$ cat config.mk
export PLATFORM = sky130hd
export DESIGN_NAME = reg_scoreboard
export DESIGN_NICKNAME = d
export VERILOG_FILES = /design/src/rtl/reg_scoreboard.sv
export SDC_FILE = /design/constraint.sdc
export NUM_CORES = 1
export LEC_CHECK = 0
export ABC_AREA = 1
export CAP_MARGIN = 20
export CELL_PAD_IN_SITES_DETAIL_PLACEMENT = 2
export CELL_PAD_IN_SITES_GLOBAL_PLACEMENT = 2
export CORE_UTILIZATION = 33
export CTS_BUF_LIST = sky130_fd_sc_hd__clkbuf_4
export DETAILED_ROUTE_END_ITERATION = 8
export HOLD_SLACK_MARGIN = 0.05
export PLACE_DENSITY_LB_ADDON = 0.12
export SLEW_MARGIN = 30
export SYNTH_ARGS = -nofsm -noshare
export SYNTH_HDL_FRONTEND = slang
export SYNTH_SLANG_ARGS = --single-unit
$ cat constraint.sdc
create_clock -name clk -period 3.5 [get_ports clk]
set_input_delay 0.35 -clock clk [delete_from_list [all_inputs] [get_ports clk]]
set_output_delay 0.35 -clock clk [all_outputs]
set_load 0.05 [all_outputs]
$ cat src/rtl/reg_scoreboard.sv
// rtl/reg_scoreboard.sv - per-register pending-write scoreboard with one-hot write enable
//
// Tracks how many writes are in flight for each architectural register.
// Issue increments and retire decrements a small saturating counter per register.
// Register 0 is hard-wired to idle.
//
// Ports:
//   clk, rst                 rising-edge clock, asynchronous active-high reset
//   issue_valid, issue_rd    destination of the issuing instruction
//   issue_ready              0 when the destination counter is full (stall)
//   retire_valid, retire_rd  destination of the retiring write
//   rs_addr, rt_addr         source operand addresses
//   rs_busy, rt_busy         source operand has a pending write
//   we_onehot                one-hot register-file write enable for the retire
//   busy_vec                 per-register pending-write flags
//   underflow_err            sticky: retire seen for a register with nothing pending
module reg_scoreboard #(
    parameter int NREG = 32,
    parameter int AW   = 5,
    parameter int CW   = 2
) (
    input  logic            clk,
    input  logic            rst,
    input  logic            issue_valid,
    input  logic [AW-1:0]   issue_rd,
    output logic            issue_ready,
    input  logic            retire_valid,
    input  logic [AW-1:0]   retire_rd,
    input  logic [AW-1:0]   rs_addr,
    input  logic [AW-1:0]   rt_addr,
    output logic            rs_busy,
    output logic            rt_busy,
    output logic [NREG-1:0] we_onehot,
    output logic [NREG-1:0] busy_vec,
    output logic            underflow_err
);

    localparam logic [CW-1:0] CNT_MAX = {CW{1'b1}};

    logic [CW-1:0]   cnt [NREG];
    logic            acc;
    logic            ret;
    logic [NREG-1:0] inc_vec;

    always_comb begin
        busy_vec = '0;
        for (int i = 1; i < NREG; i++) begin
            busy_vec[i] = (cnt[i] != '0);
        end
    end

    assign rs_busy = busy_vec[rs_addr];
    assign rt_busy = busy_vec[rt_addr];

    // The issue_valid input is deliberately excluded from this check, so the
    // hazard unit sees a stable ready signal for the address it presents.
    assign issue_ready = !((issue_rd != '0) && (cnt[issue_rd] == CNT_MAX));

    assign acc = issue_valid && issue_ready && (issue_rd != '0);
    assign ret = retire_valid && (retire_rd != '0);

    assign inc_vec   = acc ? (NREG'(1) << issue_rd)  : '0;
    assign we_onehot = ret ? (NREG'(1) << retire_rd) : '0;

    always_ff @(posedge clk or posedge rst) begin
        if (rst) begin
            for (int i = 0; i < NREG; i++) begin
                cnt[i] <= '0;
            end
            underflow_err <= 1'b0;
        end else begin
            // cnt[0] is never written here, so it stays at its reset value of 0.
            for (int i = 1; i < NREG; i++) begin
                if (inc_vec[i] && !we_onehot[i]) begin
                    cnt[i] <= cnt[i] + CW'(1);
                end else if (!inc_vec[i] && we_onehot[i] && (cnt[i] != '0)) begin
                    cnt[i] <= cnt[i] - CW'(1);
                end else if (inc_vec[i] && we_onehot[i] && (cnt[i] == '0)) begin
                    // The retire is an underflow and is dropped; the issue still counts.
                    cnt[i] <= CW'(1);
                end
            end
            if (ret && (cnt[retire_rd] == '0)) begin
                underflow_err <= 1'b1;
            end
        end
    end

endmodule

== Word-level counts from Yosys, hierarchy flattened ==
Cells that the tools add are included.
Storage, ports and cells
  register bits: 63
  input bits: 24
Cells by class
  $add $sub $neg: 62
  order comparisons: 4
  equality and inequality tests: 1
  shift operators: 2
  mux-type cells: 105
  bitwise gates (word level): 2
  reductions and logical operators: 319
Operator list (number)
  $mux 2: 97
  $logic_and 1x1->1: 160
  $reduce_bool 3->1: 31
  $logic_not 2->1: 32
  $mux 32: 2
  $shl 1x5->32 const A: 2
  $logic_not 1->1: 63
  $add 2x1->2 const B: 31
  $reduce_bool 2->1: 31
  $sub 2x1->2 const B: 31
  $bmux 2 s5: 2
  $ge 6x6->1 const B: 2
  $lt 5x6->1 const B: 2
  $not 5->6: 2
  $bmux 1 s5: 2
  $reduce_bool 5->1: 2
  $eq 2x2->1 const B: 1
  $mux 1: 2

== Depth between registers and ports, before layout ==
Gate-level depths: netlist of the first run.
  word-level depth: 15
  mapped depth: 19
  depth with buffers taken out: 16

== Worst setup path after synthesis of the first run ==
OpenSTA, ideal clock, no wires.
  path type: register to output
  start: register cnt[14] (netlist name)
  end: output port rs_busy
  arrival: 2243 ps
  path slack: 907 ps
  stages on the path, launching flop included: 8
  path buffers: 0
  cell sequence: dfrtp_1 > inv_1 > ha_1 > inv_1 > o21ai_0 > a21oi_1 > o311ai_0 > a31oi_1
Between the ends
  longest elaborated chain between the ends: 3
Ends and longest elaborated chain
  from (decl): RTL line 40  | logic [CW-1:0] cnt [NREG];
  from (signal, indexed assignment): RTL line 75  | cnt[i] <= cnt[i] + CW'(1);
  from (signal, indexed assignment): RTL line 77  | cnt[i] <= cnt[i] - CW'(1);
  $reduce_bool 2->1: RTL line 48  | busy_vec[i] = (cnt[i] != '0);
  via busy_vec[24]: RTL line 34  | output logic [NREG-1:0] busy_vec,
  $bmux 1 s5: RTL line 52  | assign rs_busy = busy_vec[rs_addr];
  $mux 1 (not written as such): RTL line 52
  to (decl): RTL line 31  | output logic rs_busy,
The timed path passes the listed nets, and every way through them passes these cells. The select of a mux whose other input is x is not followed.

== Final worst setup path of the first run ==
  start: input port retire_rd[2]
  end: output port we_onehot[27]
Between the ends
  longest elaborated chain between the ends: 3
  elaborated cells between the ends (all ways): 4
  classes of those cells: shift (1); mux (1); reduce/logical (2)
Ends and longest elaborated chain
  from (decl): RTL line 28  | input logic [AW-1:0] retire_rd,
  $reduce_bool 5->1: RTL line 60  | assign ret = retire_valid && (retire_rd != '0);
  $logic_and 1x1->1: RTL line 60
  $mux 32 *: RTL line 63  | assign we_onehot = ret ? (NREG'(1) << retire_rd) : '0;
  to (decl): RTL line 33  | output logic [NREG-1:0] we_onehot,
Every way passes the cells marked *; elsewhere a longest branch is shown, timed or not.

==> summary.md, run 1 <==
| Metric | Value |
|---|---|
| Critical Path End Type | `primary output` |
| Critical Path Fanout Max | `10` |
| Via count | `8285` |
| Area leader, netlist | `dfrtp_1` |
| Initial antenna violation count | `1` |
| Worst reg-to-reg setup slack | `1.34 ns` |
| Buffers on Ports | `89` |
| Sequential fraction of the synthesis area | `0.225` |
| CTS root buf | `clkbuf_4` |
| Avg Cell Area, Syn | `5.90 sq um` |
| Ys flop type | `dfrtp_1` |
| Placed cells | `1518` |
| Nets | `around 1300` |
| First-pass GRT wire length | `50.0 mm` |
| Ys async rst share | `1.00` |
| Clk buf depth | `2` |
| Die W | `148 um` |
| Synth Register Bits | `63` |
| Synth cell count leaders | `308 x nand2_1, 230 x inv_1, 153 x nand3_1` |
| Critical path destination | `we_onehot[27]` |
| DP Wirelength | `around 26 mm` |
| Cts bufs inserted | `9` |
| Non-Filler Instances | `about 1500` |
| Post-CTS Setup Bufs | `0` |
| Die ar. | `~22000 sq um` |
| Row count | `between 50 and 60` |
| Area contributors post-synth | `dfrtp_1 22%, nand2_1 16%, inv_1 12%` |
| WL per Instance | `21.0 um` |
| Crit Path Class | `primary input to primary output` |
| R2R Path End | `cnt[54]$_DFFE_PP0P_` |
| Number of synthesized flops with an enable pin | `0` |
| Initial DRC Count | `376` |
| Cell with the most instances after synthesis | `nand2_1` |
| Syn Inst Count | `1189` |
| Layout cell share with drive strength beyond 1 | `0.0808` |
| DRT antenna net count | `0` |
| Cts repair resizes | `0` |
| Status | `finished, final reports clean` |
| CP Launch Point | `retire_rd[2]` |
| CTS H-tree lvls | `3` |
| Hold buffer count at CTS | `0` |
| Synthesized area | `7020 sq um` |
| Slew of the pin with the lowest slew margin | `between 0.7 and 0.8 ns` |
| DR vias/cell | `5.40` |
| Final slew viol count | `0` |
| Synth warn | `2` |
| Cell depth of the worst flop-to-flop path | `15` |
| Final Cycle Share | `0.869` |
| LEAKAGE | `approximately 4.2 nW` |
| Maximum vdd drop | `between 0.3 and 0.4 mV` |
| Top-area cell type share of the netlist area | `0.225` |
| GRT Util Overall | `0.303` |
| Minimum clock period | `3.04 ns` |
| Largest net degree at the start of global routing | `43` |
| Pwr/cell area | `670 nW/um^2` |
| # setup viols final | `0` |
| Worst Hold Class | `primary input to async pin` |
| Cell variety after synth | `31` |
| Chip Height | `148 um` |
| Fin. Hold Viols | `0` |
| Fmax achieved | `329 MHz` |
| CP arrival | `2.69 ns` |
| Clk_lat worst skew | `about 0.47 ns` |
| Vias in the first global route | `between 8000 and 9000` |
| Pwr Total | `5.63 mW` |
| RSZ-0062 raised after global routing | `false` |
| Critical Path Start Type | `primary input` |
| Worst Slack Setup Final | `0.460 ns` |
| Worst R2R Start | `cnt[21]$_DFFE_PP0P_` |
| Synth-to-Final Area Change | `19.7%` |
| Place WS | `~0.45 ns` |
| Initial Util | `0.341` |
| 1st-pass router iterations | `5` |
| CTS tree | `built` |
| Setup Skew | `0.0142 ns` |
| Core ar. | `20600 sq um` |
| Max_cap viols | `0` |
| # clock sinks | `63` |
| Critical Path RT | `roughly 3.2 ns` |
| Drt total wl | `32.2 mm` |
| Drt drc | `0` |
| GR Overflow Total | `0` |
| Rel. slew slack | `0.497` |
| Ports | `92` |
| Final setup TNS | `0 ns` |
| Placer congestion estimate | `between 0.8 and 0.9` |
| Worst-path clk slew | `approximately 0.11 ns` |
metal layers:
layer,up-vias,GRT usage,part of all wire
li1,3939,-,-
met4,0,0.135,0.038
met3,52,0.0315,0.025
met2,129,0.525,0.48
met1,4165,0.378,0.45
met5,-,0,0
critical path, cell delays in order:
cell             delay [ns]
clkdlybuf4s50_1        0.67
nor2_1                 0.29
nand2_1                0.14
nor2_1                 0.34
clkdlybuf4s50_1        0.89
cell type report:
type	instances	area (sq um)
fillers	2691	12200
multi-input cells	829	4220
flip-flops and latches	63	1580
repair buffers	114	1260
inverters	242	911
well taps	270	338
clock buffers	12	90.1
clock inverters	3	11.3
diodes	1	2.50
layout by cell type, fill, tap and decap left out, types with 20 or more instances in the layout:
cell and count:
dfrtp_1 63, nor3_1 22, o21ai_0 47, inv_1 228, nand4_2 20, nor2_1 94
a21oi_1 51, buf_4 34, nand4_1 50, buf_12 20, nand2_1 308, clkdlybuf4s50_1 60
ha_1 31, nand3_1 153, nand3b_1 27
worst min-delay path by stage:
stage                                            to  depth (start not counted)                 startpoint  slack [ns]
after floorplan                 cnt[26]$_DFFE_PP0P_                          2        cnt[26]$_DFFE_PP0P_        0.48
after global placement    underflow_err$_DFFE_PP0P_                          1  underflow_err$_DFFE_PP0P_        0.49
after detailed placement  underflow_err$_DFFE_PP0P_                          1  underflow_err$_DFFE_PP0P_        0.48
after CTS                       cnt[37]$_DFFE_PP0P_                          2                        rst        0.40
after global routing            cnt[59]$_DFFE_PP0P_                          2                        rst        0.37
final                           cnt[39]$_DFFE_PP0P_                          2                        rst        0.30
metrics by stage:
stage	area [sq um]	utilization	hold WS, ns
finish	8400	0.409	0.302
global route	8400	0.409	0.371
CTS	8400	0.408	0.399
detailed placement	8300	0.404	0.484
global placement	8300	0.404	0.488
floorplan	7020	-	0.478
state kept, by name (all words and copies together), names as in the netlist:
name / cells
underflow_err: 1
cnt: 62
cells by family after synthesis:
logic type,share of synthesized area
and+or+nand+nor,0.453
buffers and inverters,0.176
AOI/OAI and AO/OA,0.0904
other,0.000534
DFF,0.225
adders and majority gates,0.0552
where the power goes:
| group | leakage, nW | switching [mW] | total [mW] | internal (mW) |
|---|---|---|---|---|
| registers | 0.804 | 0.342 | 1.37 | 1.03 |
| clock network | 0.0599 | 0.320 | 0.480 | 0.160 |
| logic | 3.34 | 2.54 | 3.78 | 1.23 |
(Power assumes the default switching activity.)
==> run 2: changes to the inputs <==
- MAX_ROUTING_LAYER: default -> met4
==> run 2 against run 1 <==
  * Worst hold slack gained 0.0043 ns
  * Critical path type unchanged
  * Register-to-register slack is essentially flat
  * Combinational power is essentially flat
  * Die area is the same
  * Highest routed layer unchanged
  * Sequential power is essentially flat
  * Core utilization is the same
==> summary.md, run 2 (same netlist as run 1, synthesis figures left out) <==
| Metric | Value |
|---|---|
| Status | `finished, final reports clean (unchanged)` |
| Fill count | `2691 (unchanged)` |
| Largest net degree at the start of global routing | `43 (unchanged)` |
| Placer congestion estimate | `0.887 (was 0.872)` |
| Nets | `1314 (unchanged)` |
| Initial antenna violation count | `1 (unchanged)` |
| Initial DRC Count | `363 (was 376)` |
| Worst R2R Start | `cnt[21]$_DFFE_PP0P_ (unchanged)` |
| Critical Path End Type | `primary output (unchanged)` |
| Die ar. | `21900 sq um (unchanged)` |
| Fmax achieved | `331 MHz (was 329 MHz)` |
| Hold buffer count at CTS | `0 (unchanged)` |
| Core ar. | `20600 sq um (unchanged)` |
| Crit Path Class | `primary input to primary output (unchanged)` |
| Final slew viol count | `0 (unchanged)` |
| Biggest regs | `cnt: 62 flops, underflow_err: 1 flops (unchanged)` |
| Buffers on Ports | `89 (unchanged)` |
| Critical Path RT | `3.15 ns (about the same)` |
| Drt total wl | `32.3 mm (was 32.2 mm)` |
| Minimum clock period | `3.02 ns (was 3.04 ns)` |
| Fin. Hold Viols | `0 (unchanged)` |
| Max_cap viols | `0 (unchanged)` |
| CP Launch Point | `retire_rd[2] (unchanged)` |
| Cts repair resizes | `0 (unchanged)` |
| Rel. slew slack | `0.490 (was 0.497)` |
| Largest reg by FF count | `cnt (unchanged)` |
| Drt drc | `0 (unchanged)` |
| Die W | `148 um (unchanged)` |
| CTS H-tree lvls | `3 (unchanged)` |
| Post-CTS Setup Bufs | `0 (unchanged)` |
| Synth-to-Final Area Change | `19.7% (unchanged)` |
| Max FFs per register | `62 (unchanged)` |
| CTS tree | `built (unchanged)` |
| Worst-path clk slew | `0.11 ns (about the same)` |
| Critical Path Fanout Max | `14 (was 10)` |
| Most common cell after layout, fill and taps aside | `nand2_1 (unchanged)` |
| Chip Height | `148 um (unchanged)` |
| DP Wirelength | `26.3 mm (unchanged)` |
| GRT Util Overall | `0.312 (was 0.303)` |
| Final setup TNS | `0 ns (unchanged)` |
| # setup viols final | `0 (unchanged)` |
| Cts bufs inserted | `9 (unchanged)` |
| Slew of the pin with the lowest slew margin | `0.764 ns (was 0.754 ns)` |
| Ports | `92 (unchanged)` |
| Worst Hold Class | `primary input to async pin (unchanged)` |
| Initial Util | `0.341 (unchanged)` |
| Maximum vdd drop | `0.336 mV (was 0.337 mV)` |
| Clk buf depth | `2 (unchanged)` |
| Worst reg-to-reg setup slack | `1.33 ns (was 1.34 ns)` |
| Layout cell share with drive strength beyond 1 | `0.0808 (unchanged)` |
| Row count | `52 (unchanged)` |
| 1st-pass router iterations | `5 (unchanged)` |
| Critical Path Start Type | `primary input (unchanged)` |
| Pwr Total | `5.63 mW (about the same)` |
| DR vias/cell | `5.41 (was 5.40)` |
| # clock sinks | `63 (unchanged)` |
| Clk_lat worst skew | `0.47 ns (about the same)` |
| Setup Skew | `0.0143 ns (was 0.0142 ns)` |
| Most frequent cells in the layout | `308 x nand2_1, 228 x inv_1, 153 x nand3_1 (unchanged)` |
| First-pass GRT wire length | `50.0 mm (about the same)` |
| CP arrival | `2.67 ns (was 2.69 ns)` |
| DRT antenna net count | `0 (unchanged)` |
| Via count | `8305 (was 8285)` |
| Vias in the first global route | `8915 (was 8916)` |
| RSZ-0062 raised after global routing | `false (unchanged)` |
| CTS root buf | `clkbuf_4 (unchanged)` |
| Final Cycle Share | `0.864 (was 0.869)` |
| WL per Instance | `21.1 um (was 21.0 um)` |
| LEAKAGE | `4.21 nW (unchanged)` |
| Pwr/cell area | `670 nW/um^2 (about the same)` |
| GR Overflow Total | `0 (unchanged)` |
[run 2: cell counts in the layout (fill, tap and decap cells not counted)]
No cell type changed its count.
[run 2: metal layers]
layer	track usage	vias up	wire [um]
li1	-	3941	-
met1	0.377	4151	14700
met2	0.525	154	15500
met3	0.0315	59	790
met4	0.137	0	1290
met5	-	-	0
[run 2: power breakdown]
group | internal (mW) | total (mW) | switching, mW
logic | 1.23 | 3.78 | 2.55
clock network | 0.160 | 0.481 | 0.322
registers | 1.03 | 1.37 | 0.342
[run 2: final timing paths]
kind,endpoint,cells past startpoint
max,we_onehot[14],8
min,cnt[39]$_DFFE_PP0P_,2
max reg2reg,cnt[12]$_DFFE_PP0P_,15
min reg2reg,underflow_err$_DFFE_PP0P_,1
max in group asynchronous,underflow_err$_DFFE_PP0P_,3
min in group clk,underflow_err$_DFFE_PP0P_,1
[run 2: per-stage QoR]
step	instances	util	setup slack, ns	instance area (sq um)	hold WS (ns)
after floorplan	1190	-	0.907	7020	0.478
after global placement	1518	0.404	0.527	8300	0.488
after detailed placement	1518	0.404	0.453	8300	0.484
after CTS	1533	0.408	0.517	8400	0.399
after global routing	1534	0.409	0.375	8400	0.371
final	1534	0.409	0.477	8400	0.306
[run 2: critical path, stage by stage]
cell	delay, ns
clkdlybuf4s50_1	0.79
inv_1	0.12
nand3_1	0.14
o21ai_0	0.08
nor2_1	0.18
inv_1	0.29
nor2_1	0.50
buf_12	0.21
[run 2: final cells by class]
| class | instances | area (sq um) | share of cell area |
|---|---|---|---|
| Multi-Input combinational cell | 829 | 4220 | 0.502 |
| Sequential cell | 63 | 1580 | 0.188 |
| Timing Repair Buffer | 114 | 1260 | 0.150 |
| Inverter | 242 | 911 | 0.108 |
| Tap cell | 270 | 338 | 0.0402 |
| Clock buffer | 12 | 90.1 | 0.0107 |
| Clock inverter | 3 | 11.3 | 0.00134 |
| Antenna cell | 1 | 2.50 | 0.000298 |
